File: src/rtl/player_mover_if.sv
// Player update bundle: keys and pose in, registered pose out, plus the grid probe handshake.
// The master side issues start, keys and pose and answers probes; the slave side is the mover.
interface player_mover_if #(
   parameter int X_W        = 14,
   parameter int Y_W        = 13,
   parameter int ANG_W      = 8,
   parameter int CELL_SHIFT = 8
);
   logic                    start;
   logic                    done;
   logic                    turn_right;
   logic                    turn_left;
   logic                    move_forward;
   logic                    move_backward;
   logic [X_W-1:0]          cur_pos_x;
   logic [Y_W-1:0]          cur_pos_y;
   logic [ANG_W-1:0]        cur_angle;
   logic [X_W:0]            dir_x;
   logic [Y_W:0]            dir_y;
   logic [X_W-1:0]          next_pos_x;
   logic [Y_W-1:0]          next_pos_y;
   logic [ANG_W-1:0]        next_angle;
   logic [X_W-CELL_SHIFT-1:0] grid_x;
   logic [Y_W-CELL_SHIFT-1:0] grid_y;
   logic                    grid_req;
   logic                    grid_ack;
   logic [2:0]              grid_out;
   logic [1:0]              blocked;

   modport master (
      output start, turn_right, turn_left, move_forward, move_backward,
             cur_pos_x, cur_pos_y, cur_angle, dir_x, dir_y, grid_ack, grid_out,
      input  done, next_pos_x, next_pos_y, next_angle, grid_x, grid_y, grid_req, blocked
   );

   modport slave (
      input  start, turn_right, turn_left, move_forward, move_backward,
             cur_pos_x, cur_pos_y, cur_angle, dir_x, dir_y, grid_ack, grid_out,
      output done, next_pos_x, next_pos_y, next_angle, grid_x, grid_y, grid_req, blocked
   );
endinterface

File: src/rtl/player_mover.sv
// Rate-limited player turn/move with wall-sliding collision probes (diagonal, then X-only, then Y-only).
// Latency: 3 cycles accept-to-done without a move, +(1 + ack wait) per probe; waits on grid_ack with no timeout.
module player_mover #(
   parameter int             X_W         = 14,
   parameter int             Y_W         = 13,
   parameter int             ANG_W       = 8,
   parameter int             CELL_SHIFT  = 8,
   parameter int             TURN_SPEED  = 10,
   parameter int             SPEED_SHIFT = 0,
   parameter int             RATE_BITS   = 20,
   parameter logic [2:0]     EMPTY_CODE  = 3'd0,
   parameter logic [X_W-1:0] INIT_X      = '0,
   parameter logic [Y_W-1:0] INIT_Y      = '0,
   parameter logic [ANG_W-1:0] INIT_ANGLE = '0
) (
   input logic          clock,
   input logic          reset,
   player_mover_if.slave bus
);
   localparam int GX_W = X_W - CELL_SHIFT;
   localparam int GY_W = Y_W - CELL_SHIFT;
   localparam logic [ANG_W-1:0] TURN_A = ANG_W'(TURN_SPEED);

   typedef enum logic [2:0] {
      S_IDLE, S_PREDICT, S_PROBE_XY, S_PROBE_X, S_PROBE_Y, S_COMMIT, S_DONE
   } state_t;

   state_t state, state_nxt;

   logic [RATE_BITS-1:0] rate_cnt;
   logic                 armed;
   logic                 tick;
   logic                 accept;
   logic                 done;

   logic [ANG_W-1:0] ta;
   logic [X_W-1:0]   tx, cx, pos_x;
   logic [Y_W-1:0]   ty, cy, pos_y;
   logic [1:0]       blk;

   logic [X_W-1:0]   next_pos_x;
   logic [Y_W-1:0]   next_pos_y;
   logic [ANG_W-1:0] next_angle;
   logic [GX_W-1:0]  grid_x;
   logic [GY_W-1:0]  grid_y;
   logic             grid_req;
   logic [1:0]       blocked;

   logic turn_r, turn_l, mv_fwd, mv_bwd, has_move;
   logic in_probe, ack_hit, cell_empty;
   logic signed [X_W:0] sx;
   logic signed [Y_W:0] sy;
   logic [X_W-1:0]   tx_d;
   logic [Y_W-1:0]   ty_d;
   logic [ANG_W-1:0] ta_d;

   assign tick = &rate_cnt;

   // Opposing keys cancel; turning and moving are independent.
   assign turn_r   = bus.turn_right & ~bus.turn_left;
   assign turn_l   = bus.turn_left & ~bus.turn_right;
   assign mv_fwd   = bus.move_forward & ~bus.move_backward;
   assign mv_bwd   = bus.move_backward & ~bus.move_forward;
   assign has_move = mv_fwd | mv_bwd;

   assign sx = $signed(bus.dir_x) >>> SPEED_SHIFT;
   assign sy = $signed(bus.dir_y) >>> SPEED_SHIFT;

   assign ta_d = turn_r ? bus.cur_angle + TURN_A :
                 turn_l ? bus.cur_angle - TURN_A : bus.cur_angle;
   assign tx_d = mv_fwd ? bus.cur_pos_x + X_W'(sx) :
                 mv_bwd ? bus.cur_pos_x - X_W'(sx) : bus.cur_pos_x;
   assign ty_d = mv_fwd ? bus.cur_pos_y + Y_W'(sy) :
                 mv_bwd ? bus.cur_pos_y - Y_W'(sy) : bus.cur_pos_y;

   assign in_probe   = (state == S_PROBE_XY) || (state == S_PROBE_X) || (state == S_PROBE_Y);
   // An ack only counts while our request is actually up.
   assign ack_hit    = in_probe && grid_req && bus.grid_ack;
   assign cell_empty = (bus.grid_out == EMPTY_CODE);

   always_ff @(posedge clock or negedge reset) begin
      if (!reset) begin
         state <= S_IDLE;
      end else begin
         state <= state_nxt;
      end
   end

   always_comb begin
      state_nxt = state;
      accept    = 1'b0;
      done      = 1'b0;
      case (state)
         S_IDLE: begin
            if (bus.start && armed) begin
               accept    = 1'b1;
               state_nxt = S_PREDICT;
            end
         end
         S_PREDICT:  state_nxt = has_move ? S_PROBE_XY : S_COMMIT;
         S_PROBE_XY: if (ack_hit) state_nxt = cell_empty ? S_COMMIT : S_PROBE_X;
         S_PROBE_X:  if (ack_hit) state_nxt = cell_empty ? S_COMMIT : S_PROBE_Y;
         S_PROBE_Y:  if (ack_hit) state_nxt = S_COMMIT;
         S_COMMIT:   state_nxt = S_DONE;
         S_DONE: begin
            done      = 1'b1;
            state_nxt = S_IDLE;
         end
         default:    state_nxt = S_IDLE;
      endcase
   end

   // A tick landing on the accept cycle wins, so that tick is not lost.
   always_ff @(posedge clock or negedge reset) begin
      if (!reset) begin
         rate_cnt <= '0;
         armed    <= 1'b0;
      end else begin
         rate_cnt <= rate_cnt + RATE_BITS'(1);
         if (tick) begin
            armed <= 1'b1;
         end else if (accept) begin
            armed <= 1'b0;
         end
      end
   end

   always_ff @(posedge clock or negedge reset) begin
      if (!reset) begin
         ta         <= '0;
         tx         <= '0;
         ty         <= '0;
         cx         <= '0;
         cy         <= '0;
         pos_x      <= '0;
         pos_y      <= '0;
         blk        <= 2'b00;
         next_pos_x <= INIT_X;
         next_pos_y <= INIT_Y;
         next_angle <= INIT_ANGLE;
         grid_x     <= '0;
         grid_y     <= '0;
         grid_req   <= 1'b0;
         blocked    <= 2'b00;
      end else begin
         case (state)
            S_PREDICT: begin
               ta    <= ta_d;
               tx    <= tx_d;
               ty    <= ty_d;
               cx    <= bus.cur_pos_x;
               cy    <= bus.cur_pos_y;
               pos_x <= bus.cur_pos_x;
               pos_y <= bus.cur_pos_y;
               blk   <= 2'b00;
               if (has_move) begin
                  grid_x <= tx_d[X_W-1:CELL_SHIFT];
                  grid_y <= ty_d[Y_W-1:CELL_SHIFT];
               end
            end
            S_PROBE_XY: begin
               if (ack_hit) begin
                  if (cell_empty) begin
                     pos_x <= tx;
                     pos_y <= ty;
                     blk   <= 2'b00;
                  end else begin
                     grid_x <= tx[X_W-1:CELL_SHIFT];
                     grid_y <= cy[Y_W-1:CELL_SHIFT];
                  end
               end
            end
            S_PROBE_X: begin
               if (ack_hit) begin
                  if (cell_empty) begin
                     pos_x <= tx;
                     pos_y <= cy;
                     blk   <= 2'b10;
                  end else begin
                     grid_x <= cx[X_W-1:CELL_SHIFT];
                     grid_y <= ty[Y_W-1:CELL_SHIFT];
                  end
               end
            end
            S_PROBE_Y: begin
               if (ack_hit) begin
                  pos_x <= cell_empty ? cx : cx;
                  pos_y <= cell_empty ? ty : cy;
                  blk   <= cell_empty ? 2'b01 : 2'b11;
               end
            end
            S_COMMIT: begin
               next_angle <= ta;
               next_pos_x <= pos_x;
               next_pos_y <= pos_y;
               blocked    <= blk;
            end
            default: ;
         endcase

         // Request rises one cycle after probe entry and falls on the ack cycle.
         if (ack_hit) begin
            grid_req <= 1'b0;
         end else if (in_probe && !grid_req) begin
            grid_req <= 1'b1;
         end
      end
   end

   assign bus.done       = done;
   assign bus.next_pos_x = next_pos_x;
   assign bus.next_pos_y = next_pos_y;
   assign bus.next_angle = next_angle;
   assign bus.grid_x     = grid_x;
   assign bus.grid_y     = grid_y;
   assign bus.grid_req   = grid_req;
   assign bus.blocked    = blocked;
endmodule

File: src/flat_wrapper.sv
// flat-port wrapper written by rule: the top's interface ports become plain ports
module player_mover_flat 
#(
   parameter int             X_W         = 14,
   parameter int             Y_W         = 13,
   parameter int             ANG_W       = 8,
   parameter int             CELL_SHIFT  = 8,
   parameter int             TURN_SPEED  = 10,
   parameter int             SPEED_SHIFT = 0,
   parameter int             RATE_BITS   = 20,
   parameter logic [2:0]     EMPTY_CODE  = 3'd0,
   parameter logic [X_W-1:0] INIT_X      = '0,
   parameter logic [Y_W-1:0] INIT_Y      = '0,
   parameter logic [ANG_W-1:0] INIT_ANGLE = '0
)
  (clock, reset, bus_start, bus_turn_right, bus_turn_left, bus_move_forward, bus_move_backward, bus_cur_pos_x, bus_cur_pos_y, bus_cur_angle, bus_dir_x, bus_dir_y, bus_grid_ack, bus_grid_out, bus_done, bus_next_pos_x, bus_next_pos_y, bus_next_angle, bus_grid_x, bus_grid_y, bus_grid_req, bus_blocked);
  player_mover_if #(.X_W(X_W), .Y_W(Y_W), .ANG_W(ANG_W), .CELL_SHIFT(CELL_SHIFT)) bus_i ();
  input logic clock;
  input logic reset;
  input wire logic [$bits(bus_i.start)-1:0] bus_start;
  input wire logic [$bits(bus_i.turn_right)-1:0] bus_turn_right;
  input wire logic [$bits(bus_i.turn_left)-1:0] bus_turn_left;
  input wire logic [$bits(bus_i.move_forward)-1:0] bus_move_forward;
  input wire logic [$bits(bus_i.move_backward)-1:0] bus_move_backward;
  input wire logic [$bits(bus_i.cur_pos_x)-1:0] bus_cur_pos_x;
  input wire logic [$bits(bus_i.cur_pos_y)-1:0] bus_cur_pos_y;
  input wire logic [$bits(bus_i.cur_angle)-1:0] bus_cur_angle;
  input wire logic [$bits(bus_i.dir_x)-1:0] bus_dir_x;
  input wire logic [$bits(bus_i.dir_y)-1:0] bus_dir_y;
  input wire logic [$bits(bus_i.grid_ack)-1:0] bus_grid_ack;
  input wire logic [$bits(bus_i.grid_out)-1:0] bus_grid_out;
  output wire logic [$bits(bus_i.done)-1:0] bus_done;
  output wire logic [$bits(bus_i.next_pos_x)-1:0] bus_next_pos_x;
  output wire logic [$bits(bus_i.next_pos_y)-1:0] bus_next_pos_y;
  output wire logic [$bits(bus_i.next_angle)-1:0] bus_next_angle;
  output wire logic [$bits(bus_i.grid_x)-1:0] bus_grid_x;
  output wire logic [$bits(bus_i.grid_y)-1:0] bus_grid_y;
  output wire logic [$bits(bus_i.grid_req)-1:0] bus_grid_req;
  output wire logic [$bits(bus_i.blocked)-1:0] bus_blocked;
  assign bus_i.start = bus_start;
  assign bus_i.turn_right = bus_turn_right;
  assign bus_i.turn_left = bus_turn_left;
  assign bus_i.move_forward = bus_move_forward;
  assign bus_i.move_backward = bus_move_backward;
  assign bus_i.cur_pos_x = bus_cur_pos_x;
  assign bus_i.cur_pos_y = bus_cur_pos_y;
  assign bus_i.cur_angle = bus_cur_angle;
  assign bus_i.dir_x = bus_dir_x;
  assign bus_i.dir_y = bus_dir_y;
  assign bus_i.grid_ack = bus_grid_ack;
  assign bus_i.grid_out = bus_grid_out;
  assign bus_done = bus_i.done;
  assign bus_next_pos_x = bus_i.next_pos_x;
  assign bus_next_pos_y = bus_i.next_pos_y;
  assign bus_next_angle = bus_i.next_angle;
  assign bus_grid_x = bus_i.grid_x;
  assign bus_grid_y = bus_i.grid_y;
  assign bus_grid_req = bus_i.grid_req;
  assign bus_blocked = bus_i.blocked;
  player_mover #(.X_W(X_W), .Y_W(Y_W), .ANG_W(ANG_W), .CELL_SHIFT(CELL_SHIFT), .TURN_SPEED(TURN_SPEED), .SPEED_SHIFT(SPEED_SHIFT), .RATE_BITS(RATE_BITS), .EMPTY_CODE(EMPTY_CODE), .INIT_X(INIT_X), .INIT_Y(INIT_Y), .INIT_ANGLE(INIT_ANGLE)) u_core (.clock(clock), .reset(reset), .bus(bus_i));
endmodule
File: config.mk
export PLATFORM = sky130hd
export DESIGN_NAME = player_mover_flat
export DESIGN_NICKNAME = d
export VERILOG_FILES = /design/src/rtl/player_mover_if.sv /design/src/rtl/player_mover.sv /design/src/flat_wrapper.sv
export SDC_FILE = /design/constraint.sdc
export NUM_CORES = 1
export LEC_CHECK = 0
export ABC_AREA = 1
export CORE_AREA = 8 8 153 227
export CTS_BUF_LIST = sky130_fd_sc_hd__clkbuf_8
export DETAILED_ROUTE_END_ITERATION = 16
export DIE_AREA = 0 0 161 235
export GPL_TIMING_DRIVEN = 0
export PLACE_DENSITY = 0.64
export REMOVE_ABC_BUFFERS = 1
export SYNTH_ARGS = -nofsm -noshare
export SYNTH_HDL_FRONTEND = slang
export SYNTH_SLANG_ARGS = --single-unit
File: constraint.sdc
create_clock -name clock -period 1.9 [get_ports clock]
set_input_delay 0.285 -clock clock [delete_from_list [all_inputs] [get_ports clock]]
set_output_delay 0.285 -clock clock [all_outputs]
set_load 0.01 [all_outputs]
# Word-level counts from Yosys, hierarchy flattened
# Index checks and enable logic that the tools add are counted.
[classes]
bitwise_logic = 9
n_reduce_logical = 20
muxes = 51
addsub = 7
n_eq_ne = 17
[ops]
columns = ["cell", "count"]
rows = [
  ["$mux W13", 8],
  ["$mux W14", 5],
  ["$pmux W13 S4", 1],
  ["$pmux W14 S3", 1],
  ["$mux W6", 5],
  ["$mux W5", 5],
  ["$add A20 B1 Y20 const B", 1],
  ["$reduce_and A20 Y1", 1],
  ["$mux W3", 6],
  ["$ne A2 B1 Y1 const B", 9],
  ["$pmux W3 S6", 1],
  ["$pmux W6 S3", 1],
  ["$mux W8", 2],
  ["$pmux W5 S3", 1],
  ["$add A14 B14 Y14", 1],
  ["$sub A14 B14 Y14", 1],
  ["$add A13 B13 Y13", 1],
  ["$sub A13 B13 Y13", 1],
  ["$mux W2", 6],
  ["$reduce_and A6 Y1", 2],
  ["$eq A3 B3 Y1 const B", 3],
  ["$add A8 B4 Y8 const B", 1],
  ["$mux W1", 8],
  ["$pmux W2 S4", 1],
  ["16 further kinds", 32],
]
[totals]
output_inout_bits = 50
register_bits = 164
wordCells = 122
in_bits = 75

# Logic depth before layout (Yosys ltp)
# Gate-level depths: netlist (run 1).
[logic_depth]
depth_word = 7
depth_mapped = 15
mapped_depth_nobuf = 15

# Least setup slack after synthesis (run 1)
# Ideal clock, no wire load.
[synth_timing]
kind = "input -> register"
from = "input port bus_cur_pos_y[0]"
to = "register u_core.ty[12]"
arrival_time_ps = 1641
stages = 14
n_path_buf = 0
required_ps = 1770
slack_ps = 129
path_cell_list = "inv_1 -> ha_1 -> inv_1 -> fa_1 -> nand3_1 -> nand3_1 -> nand3_1 -> nand3_1 -> nand2_1 -> nand3_1 -> nand2_1 -> nand2_1 -> nand2_1 -> o21ai_0"
[synth_between]
elab_chain_cells = 3
elab_cells_between_ends = 4
[synth_lines]
columns = ["item", "line", "text"]
rows = [
  ["start: declaration", "flat_wrapper.sv:26", "input wire logic [$bits(bus_i.cur_pos_y)-1:0] bus_cur_pos_y;"],
  ["$sub A13 B13 Y13", "player_mover.sv:74", "mv_bwd ? bus.cur_pos_y - Y_W'(sy) : bus.cur_pos_y;"],
  ["$mux W13", "player_mover.sv:74", ""],
  ["$mux W13 *", "player_mover.sv:73", "assign ty_d = mv_fwd ? bus.cur_pos_y + Y_W'(sy) :"],
  ["end signal: assignment", "player_mover.sv:150", "ty <= ty_d;"],
  ["end: declaration", "player_mover.sv:38", "logic [Y_W-1:0] ty, cy, pos_y;"],
]
# Every way passes the cells marked *; elsewhere a longest branch is shown, timed or not.
# A chain may end at the register's enable or synchronous reset.

# Worst setup path after layout (run 1)
[layout_timing]
from = "register u_core.state[1]"
to = "register u_core.grid_x[2], in the netlist u_core.bus.grid_x[2]"
[layout_between]
elab_chain_cells = 7
elab_cells_between_ends = 16
[layout_lines]
columns = ["item", "line", "text"]
rows = [
  ["start: declaration", "player_mover.sv:28", "state_t state, state_nxt;"],
  ["start signal: assignment", "player_mover.sv:85", "state <= state_nxt;"],
  ["$eq A3 B2 Y1", "player_mover.sv:76, player_mover.sv:146", ""],
  ["$logic_or A1 B1 Y1 (2 in series)", "player_mover.sv:76", "assign in_probe = (state == S_PROBE_XY) || (state == S_PROBE_X) || (state == S_PROBE_Y);"],
  ["$logic_and A1 B1 Y1 (2 in series)", "player_mover.sv:78", "assign ack_hit = in_probe && grid_req && bus.grid_ack;"],
  ["$ne A2 B1 Y1 (no line)", "-", ""],
  ["$reduce_and A6 Y1 (no line)", "-", ""],
  ["end signal: assignment", "player_mover.sv:157", "grid_x <= tx_d[X_W-1:CELL_SHIFT];"],
  ["end signal: assignment", "player_mover.sv:168", "grid_x <= tx[X_W-1:CELL_SHIFT];"],
  ["end signal: assignment", "player_mover.sv:180", "grid_x <= cx[X_W-1:CELL_SHIFT];"],
  ["end: declaration", "player_mover.sv:44", "logic [GX_W-1:0] grid_x;"],
]
# Several ways; a longest one is shown, not always the timed one.

==> results.json, run 1 <==
{
  "p_leak_nw": 6.81,
  "number_of_antenna_violations_at_the_first_check_in_global_routing": 1,
  "largest_net_degree_at_the_start_of_global_routing": 109,
  "clock_power_share": 0.144,
  "areaGrowthSynthToFinish_pct": 29.8,
  "final.period_utilization": 1.02,
  "die_height_um": 235,
  "fmax_mhz": 516,
  "cts_tree": "yes",
  "min_to": "u_core.tx[0]",
  "port_buffers": 122,
  "path_max_fanout": 6,
  "final_critical_path_setup_slack_ns": -0.0378,
  "outcome": "finished, violations left",
  "timing.slew.headroom": 0.604,
  "post-route-cell-area_um2": 14000,
  "core-area_um2": 31400,
  "synth_compound_area_frac": 0.160,
  "end_kind": "register",
  "via_count_normalized_by_instance_count": 5.01,
  "synthDominantCellAreaShare": 0.380,
  "number_of_design_rule_violations_left_by_the_first_detailed_router_iteration": 539,
  "ctsLongestPathBuffers": 2,
  "antenna-diode-count": 0,
  "route.detailed.wl_per_inst_um": 17.4,
  "grt_pass1_wl_um": 54300,
  "cell_types_occupying_the_most_area_after_synthesis": "sky130_fd_sc_hd__dfrtp_1, sky130_fd_sc_hd__nand2_1, sky130_fd_sc_hd__inv_1",
  "final_antenna_net_count": 0,
  "cellInternalPower_mw": 10.0,
  "fillCellCount": 3181,
  "cts.clk_slew.worst_paths_ns": 0.10,
  "post_synth_inst_count": 1468,
  "grtUsageTotal": 0.179,
  "finalSetupViolCount": 6,
  "power.switching_mw": 8.15,
  "synth_sequential_area_ratio": 0.380,
  "final-max-slew-violation-count": 0,
  "hold_ws_ns": 0.149,
  "synth-async-reset-ratio": 1.00,
  "synth-xor-area-share": 0.0300,
  "inserted_clock_buffers": 17,
  "drt_pre_antenna_iters": 5,
  "failing_checks": "setup timing",
  "synth.yosys.warnings": 0,
  "hold_path_class": "in2reg",
  "synth.largest_area_cell": "sky130_fd_sc_hd__dfrtp_1",
  "fp-row-count": 80,
  "max_slew.worst_pin.slew_ns": 0.593,
  "hold_depth": 3,
  "worstReg2RegStart": "u_core.state[1]",
  "drive_gt1_frac": 0.163,
  "netSwitchingFraction": 0.448,
  "synth.mux.area_fraction": 0.00729,
  "synth.ff_latch_count": 164,
  "synth_area_um2": 10800,
  "synth.avg_cell_area_um2": 7.36,
  "grt-ovfl-total": 0,
  "power_density_nw_per_um2": 1300,
  "origin_of_the_worst_min_delay_path": "bus_cur_pos_x[0]",
  "worst_r2r_path_depth": 10,
  "yosys.area_share.simple": 0.234,
  "worstReg2RegEnd": "u_core.bus.grid_x[2]",
  "cts_sink_cnt": 164,
  "main_combinational_cell_family_by_area_after_synthesis": "simple AND/OR/NAND/NOR gates",
  "worstPathRequired_ns": 2.27,
  "share_seq_of_total_power": 0.314,
  "post_synth_num_cell_types": 51,
  "nature_of_the_critical_path_startpoint": "register",
  "synth_edf_count": 0,
  "ff2ff_setup_slack_ns": -0.04,
  "vias_in_the_first_global_route": 10200,
  "initial_cell_density_of_the_core": 0.344,
  "place_hpwl_um": 24800,
  "clock-root-buffer": "sky130_fd_sc_hd__clkbuf_8",
  "postSynth.topFlopCell": "sky130_fd_sc_hd__dfrtp_1",
  "criticalPathCategory": "reg2reg",
  "synth_adder_area_share": 0.0711,
  "rsz0062_at_grt": "true",
  "placed_cell_areas_um2": 12300,
  "maxCapViolCount": 0,
  "worst_skew_pair.late_latency_ns": 0.48,
  "dieWidth_um": 161,
  "globalplace.congestion": 0.885,
  "drcViolationCount": 0,
  "routed_wirelength_um": 35400,
  "finalHoldViolations": 0,
  "clock_skews_ns": 0.0150,
  "floorplan.io_pins": 125,
  "vdd_drop_max_uv": 861,
  "seq_area_um2": 4110,
  "via_count": 10200,
  "multi_input_comb_area_um2": 6170,
  "comb_power_share": 0.542,
  "timing.critical_path.arrival_ns": 2.31,
  "finalCriticalPeriod_ns": 1.94,
  "htree_num_levels": 4,
  "fin_nets": 1748,
  "final_util": 0.446,
  "fp.dieArea_um2": 37800
}
worst max-delay path, cell delays in order (launching register included):
cell and delay [ns]:
sky130_fd_sc_hd__dfrtp_2 0.48, sky130_fd_sc_hd__inv_1 0.09, sky130_fd_sc_hd__nand2_2 0.08, sky130_fd_sc_hd__nor2_4 0.20, sky130_fd_sc_hd__nand2_1 0.17, sky130_fd_sc_hd__o21ai_4 0.11, sky130_fd_sc_hd__nor3_4 0.06, sky130_fd_sc_hd__o21ai_4 0.13
sky130_fd_sc_hd__clkinv_2 0.27, sky130_fd_sc_hd__nor2_1 0.18, sky130_fd_sc_hd__a21oi_2 0.04
registers in the layout (all words and copies together), names as in the netlist, 8 cells and up:
name	flops
u_core.cy	13
u_core.rate_cnt	20
u_core.bus.next_pos_x	14
u_core.pos_x	14
u_core.bus.next_pos_y	13
u_core.tx	14
u_core.pos_y	13
u_core.cx	14
u_core.bus.next_angle	8
u_core.ta	8
u_core.ty	13
cell usage after synthesis (2+ instances only):
cell type / count
sky130_fd_sc_hd__o21ai_1: 18
sky130_fd_sc_hd__o221ai_1: 13
sky130_fd_sc_hd__clkbuf_1: 16
sky130_fd_sc_hd__o22ai_1: 10
sky130_fd_sc_hd__buf_6: 8
sky130_fd_sc_hd__fa_1: 4
sky130_fd_sc_hd__nand2_2: 3
sky130_fd_sc_hd__nand3_1: 78
sky130_fd_sc_hd__ha_1: 55
sky130_fd_sc_hd__buf_4: 11
sky130_fd_sc_hd__xor2_1: 26
sky130_fd_sc_hd__a21oi_2: 2
sky130_fd_sc_hd__o211ai_1: 6
sky130_fd_sc_hd__o21ai_2: 12
sky130_fd_sc_hd__nor3_1: 7
sky130_fd_sc_hd__mux2_2: 7
sky130_fd_sc_hd__nor2_2: 3
sky130_fd_sc_hd__o21bai_1: 5
sky130_fd_sc_hd__or2_2: 2
sky130_fd_sc_hd__inv_2: 8
sky130_fd_sc_hd__o21a_1: 2
sky130_fd_sc_hd__inv_1: 234
sky130_fd_sc_hd__a21oi_1: 84
sky130_fd_sc_hd__nor2_1: 97
sky130_fd_sc_hd__a31oi_1: 2
sky130_fd_sc_hd__nand2_1: 397
sky130_fd_sc_hd__a32oi_1: 2
sky130_fd_sc_hd__o221ai_2: 10
sky130_fd_sc_hd__clkbuf_2: 3
sky130_fd_sc_hd__nor3_2: 2
sky130_fd_sc_hd__dfrtp_1: 164
sky130_fd_sc_hd__buf_2: 22
sky130_fd_sc_hd__o21ai_0: 113
sky130_fd_sc_hd__xnor2_1: 11
sky130_fd_sc_hd__nand4_1: 15
routing by layer:
layer	up-vias	GRT usage	wire, um
met3	69	0.0338	1800
met2	274	0.333	18700
li1	4975	-	-
met1	4894	0.198	13700
met5	-	0	8
met4	2	0.0614	1260
power by group through the flow:
stage / sequential [mW] / clock (mW) / combinational [mW]
floorplan: 5.82 / 0 / 4.54
global placement: 5.76 / 0 / 7.61
detailed placement: 5.80 / 0 / 7.95
CTS: 5.71 / 2.68 / 8.86
global route: 5.88 / 2.81 / 10.8
finish: 5.71 / 2.61 / 9.86
final cells by class:
type	instances	share of cell area
clock inverters	14	0.0113
multi-input cells	1002	0.440
clock buffers	18	0.0177
repair buffers	183	0.132
repair inverters	2	0.000802
well taps	410	0.0366
flip-flops and latches	164	0.293
inverters	244	0.0689
how the worst max path moves through the flow:
stage	start	to	slack, ns	cells past startpoint
2_1_floorplan	u_core.state[0]	u_core.ty[5]	-1.61	7
3_3_place_gp	reset	u_core.bus.next_angle[6]	-6.41	1
3_5_place_dp	bus_move_forward	u_core.ty[2]	-1.89	9
4_1_cts	bus_dir_x[6]	u_core.bus.grid_x[5]	0.001	15
5_1_grt	bus_dir_x[5]	u_core.bus.grid_x[4]	-0.06	13
6_report	u_core.state[1]	u_core.bus.grid_x[2]	-0.04	10
timing repair:
action / CTS / global route
setup endpoints to repair: 122 / 65
pin swaps: 11 / 32
hold buffers: 1 / 0
cloned: 2 / 5
resized for setup: 107 / 107
endpoints found under the hold margin: 56 / 0
buffers inserted: 21 / 33
stage by stage:
stage / instances / setup WS (ns) / total power [mW] / TNS (ns)
final: 2037 / -0.0378 / 18.2 / -0.0977
after global routing: 2037 / -0.0560 / 19.5 / -0.430
after CTS: 1999 / 0.00101 / 17.2 / 0
after detailed placement: 1943 / -1.89 / 13.7 / -100.57
after global placement: 1939 / -6.41 / 13.4 / -1383.35
after floorplan: 1407 / -1.61 / 10.4 / -109.93
kinds of logic after synthesis:
group / after synthesis
flops: 164
xor+xnor: 37
compound gates: 286
buf+inv: 305
fa+ha+maj: 59
mux: 7
simple gates: 610
cells in the final DEF (no fill, tap or decap), types with 7 or more instances in the layout:
cell / count
sky130_fd_sc_hd__a21oi_1: 69
sky130_fd_sc_hd__a21oi_2: 13
sky130_fd_sc_hd__buf_4: 45
sky130_fd_sc_hd__clkbuf_8: 18
sky130_fd_sc_hd__clkdlybuf4s50_1: 95
sky130_fd_sc_hd__dfrtp_1: 161
sky130_fd_sc_hd__dlygate4sd2_1: 11
sky130_fd_sc_hd__dlymetal6s2s_1: 12
sky130_fd_sc_hd__ha_1: 30
sky130_fd_sc_hd__ha_4: 22
sky130_fd_sc_hd__inv_1: 221
sky130_fd_sc_hd__inv_2: 11
sky130_fd_sc_hd__mux2_2: 7
sky130_fd_sc_hd__nand2_1: 374
sky130_fd_sc_hd__nand2_2: 23
sky130_fd_sc_hd__nand3_1: 70
sky130_fd_sc_hd__nand3_2: 8
sky130_fd_sc_hd__nand4_1: 15
sky130_fd_sc_hd__nor2_1: 85
sky130_fd_sc_hd__nor2_2: 10
sky130_fd_sc_hd__o21ai_0: 110
sky130_fd_sc_hd__o21ai_1: 18
sky130_fd_sc_hd__o21ai_2: 10
sky130_fd_sc_hd__o221ai_1: 11
sky130_fd_sc_hd__o221ai_2: 7
sky130_fd_sc_hd__o22ai_1: 10
sky130_fd_sc_hd__xnor2_1: 11
sky130_fd_sc_hd__xor2_1: 26
No activity file was read; power rests on OpenSTA's default activity.
==> inputs of run 2 (changes only) <==
--- a/config.mk
+++ b/config.mk
@@ -6,10 +6,10 @@
 export NUM_CORES = 1
 export LEC_CHECK = 0
 export ABC_AREA = 1
-export CORE_AREA = 8 8 153 227
+export CORE_AREA = 2 2 147 221
 export CTS_BUF_LIST = sky130_fd_sc_hd__clkbuf_8
 export DETAILED_ROUTE_END_ITERATION = 16
-export DIE_AREA = 0 0 161 235
+export DIE_AREA = 0 0 149 223
 export GPL_TIMING_DRIVEN = 0
 export PLACE_DENSITY = 0.64
 export REMOVE_ABC_BUFFERS = 1
==> results.json, run 2 (same netlist as run 1, synthesis figures left out) <==
{
  "outcome": "finished clean",
  "worst_r2r_path_depth": 8,
  "globalplace.congestion": 0.913,
  "wl_met3_um": 1410,
  "fp-row-count": 80,
  "cts_tree": "yes",
  "path_max_fanout": 79,
  "cpPeakStageDelay_ns": 0.45,
  "ctsLongestPathBuffers": 2,
  "final_critical_path_setup_slack_ns": 0.0667,
  "finalSetupTns_ns": 0,
  "hold_path_class": "in2reg",
  "port_buffers": 122,
  "preCtsSetupSlack_ns": -1.88,
  "drcViolationCount": 0,
  "clock-root-buffer": "sky130_fd_sc_hd__clkbuf_8",
  "p_leak_nw": 6.97,
  "dieWidth_um": 149,
  "cts_sink_cnt": 164,
  "initial_cell_density_of_the_core": 0.344,
  "seq_area_um2": 4110,
  "largest_register": "u_core.rate_cnt",
  "finalHoldViolations": 0,
  "route.detailed.wl_per_inst_um": 17.1,
  "worst_skew_pair.late_latency_ns": 0.47,
  "largest_net_degree_at_the_start_of_global_routing": 89,
  "routed_wirelength_um": 35000,
  "max_slew.worst_pin.slew_ns": 0.609,
  "end_kind": "register",
  "rsz0062_at_grt": "true",
  "fillCellCount": 3121,
  "finalCriticalPeriod_ns": 1.83,
  "fmax_mhz": 545,
  "final-max-slew-violation-count": 0,
  "critical_path_cell_count": 8,
  "vias_in_the_first_global_route": 10200,
  "final.period_utilization": 0.965,
  "cts.clk_slew.worst_paths_ns": 0.09,
  "finalSetupViolCount": 0,
  "worst_path_max_delay_cell": "sky130_fd_sc_hd__dfrtp_2",
  "floorplan.io_pins": 125,
  "number_of_antenna_violations_at_the_first_check_in_global_routing": 0,
  "final_antenna_net_count": 0,
  "die_height_um": 223,
  "final_common_cell": "sky130_fd_sc_hd__nand2_1",
  "maxCapViolCount": 0,
  "drt-met1-wl_um": 13600,
  "vdd_drop_max_uv": 753,
  "most-common-layout-cells": "sky130_fd_sc_hd__nand2_1, sky130_fd_sc_hd__inv_1, sky130_fd_sc_hd__dfrtp_1",
  "inserted_clock_buffers": 17,
  "total_power_mw": 18.1,
  "criticalPathCategory": "reg2reg",
  "crit_chain": "inv_1 > nand2_4 > nor2_4 > buf_16 > inv_12 > a21oi_1 > o211ai_1 > o21a_1",
  "power_density_nw_per_um2": 1270,
  "core-area_um2": 31400,
  "final_util": 0.453,
  "areaGrowthSynthToFinish_pct": 31.6,
  "largest_register_ffs": 20,
  "grt-ovfl-total": 0,
  "via_count_normalized_by_instance_count": 5.05,
  "worstPathRequired_ns": 2.25,
  "cpLargestDelayFamily": "compound AO/OA/AOI/OAI gates",
  "grtUsageTotal": 0.205,
  "htree_num_levels": 4,
  "place_hpwl_um": 24100,
  "grt_pass1_wl_um": 52800,
  "fp.dieArea_um2": 33200,
  "critical_path_buffer_and_inverter_count": 3,
  "timing.slew.headroom": 0.594,
  "drt_pre_antenna_iters": 5,
  "antenna-diode-count": 0,
  "top_layer": "met4",
  "route.met2.wl_um": 18200,
  "nature_of_the_critical_path_startpoint": "register",
  "clock_skews_ns": 0.0197,
  "timing.critical_path.arrival_ns": 2.18,
  "multi_input_comb_area_um2": 6240,
  "fin_nets": 1760,
  "number_of_design_rule_violations_left_by_the_first_detailed_router_iteration": 576,
  "hold_depth": 3,
  "drive_gt1_frac": 0.179,
  "via_count": 10300
}
run 2: cell types whose count changed in the layout (fill, tap and decap cells not counted), sizes merged:
cell / previous run / this run
inv: 247 / 248
dlymetal6s2s: 12 / 22
clkinv: 11 / 4
clkdlybuf4s15: 1 / 4
clkdlybuf4s50: 95 / 84
clkinvlp: 2 / 4
nor2: 102 / 103
bufinv: 0 / 2
buf: 58 / 69
run 2: worst min-delay path, stage by stage:
cell and delay [ns]:
sky130_fd_sc_hd__dlymetal6s2s_1 0.19, sky130_fd_sc_hd__nand2_1 0.09, sky130_fd_sc_hd__o21ai_0 0.08
run 2: through the flow:
stage | cell area, um2 | cells | hold WS (ns)
floorplan | 10400 | 1407 | -0.0106
global placement | 12200 | 1939 | 0.436
detailed placement | 12300 | 1943 | 0.291
CTS | 13300 | 1999 | 0.246
global route | 14200 | 2049 | 0.256
finish | 14200 | 2049 | 0.234
run 2: per-layer routing:
layer | global-route usage | up-vias
met5 | 0 | -
met2 | 0.381 | 311
met1 | 0.222 | 4934
li1 | - | 5007
met4 | 0.104 | 0
met3 | 0.0288 | 93
run 2: power by group:
group	internal [mW]	switching (mW)
Clock	1.22	1.38
Combinational	4.01	5.80
Sequential	4.98	0.713
Total	10.2	7.89
run 2: final cells by class:
cell class	count	area share
sequential	164	0.289
clock buffer	18	0.0174
multi-input combinational	1003	0.439
clock inverter	14	0.0107
inverter	244	0.0675
tap	410	0.0361
timing repair buffer	196	0.141
run 2: final timing paths:
kind / end / slack (ns) / start
worst max-delay path: u_core.tx[6] / 0.07 / u_core.state[1]
worst min-delay path: u_core.cx[10] / 0.23 / bus_cur_pos_x[10]
worst max register to register: u_core.tx[6] / 0.07 / u_core.state[1]
worst min register to register: u_core.rate_cnt[0] / 0.47 / u_core.rate_cnt[0]
max in group asynchronous: u_core.state[1] / 0.66 / reset
min in group asynchronous: u_core.cy[3] / 0.34 / reset
run 2: what timing repair did:
item                                    4_1_cts  5_1_grt
buffers inserted                             20       46
hold buffers                                  1        0
hold endpoints to repair                     76        0
endpoints found under the setup margin      123       62
gates cloned                                  3        4
gates resized for setup                     102      139
pin swaps                                     8       46
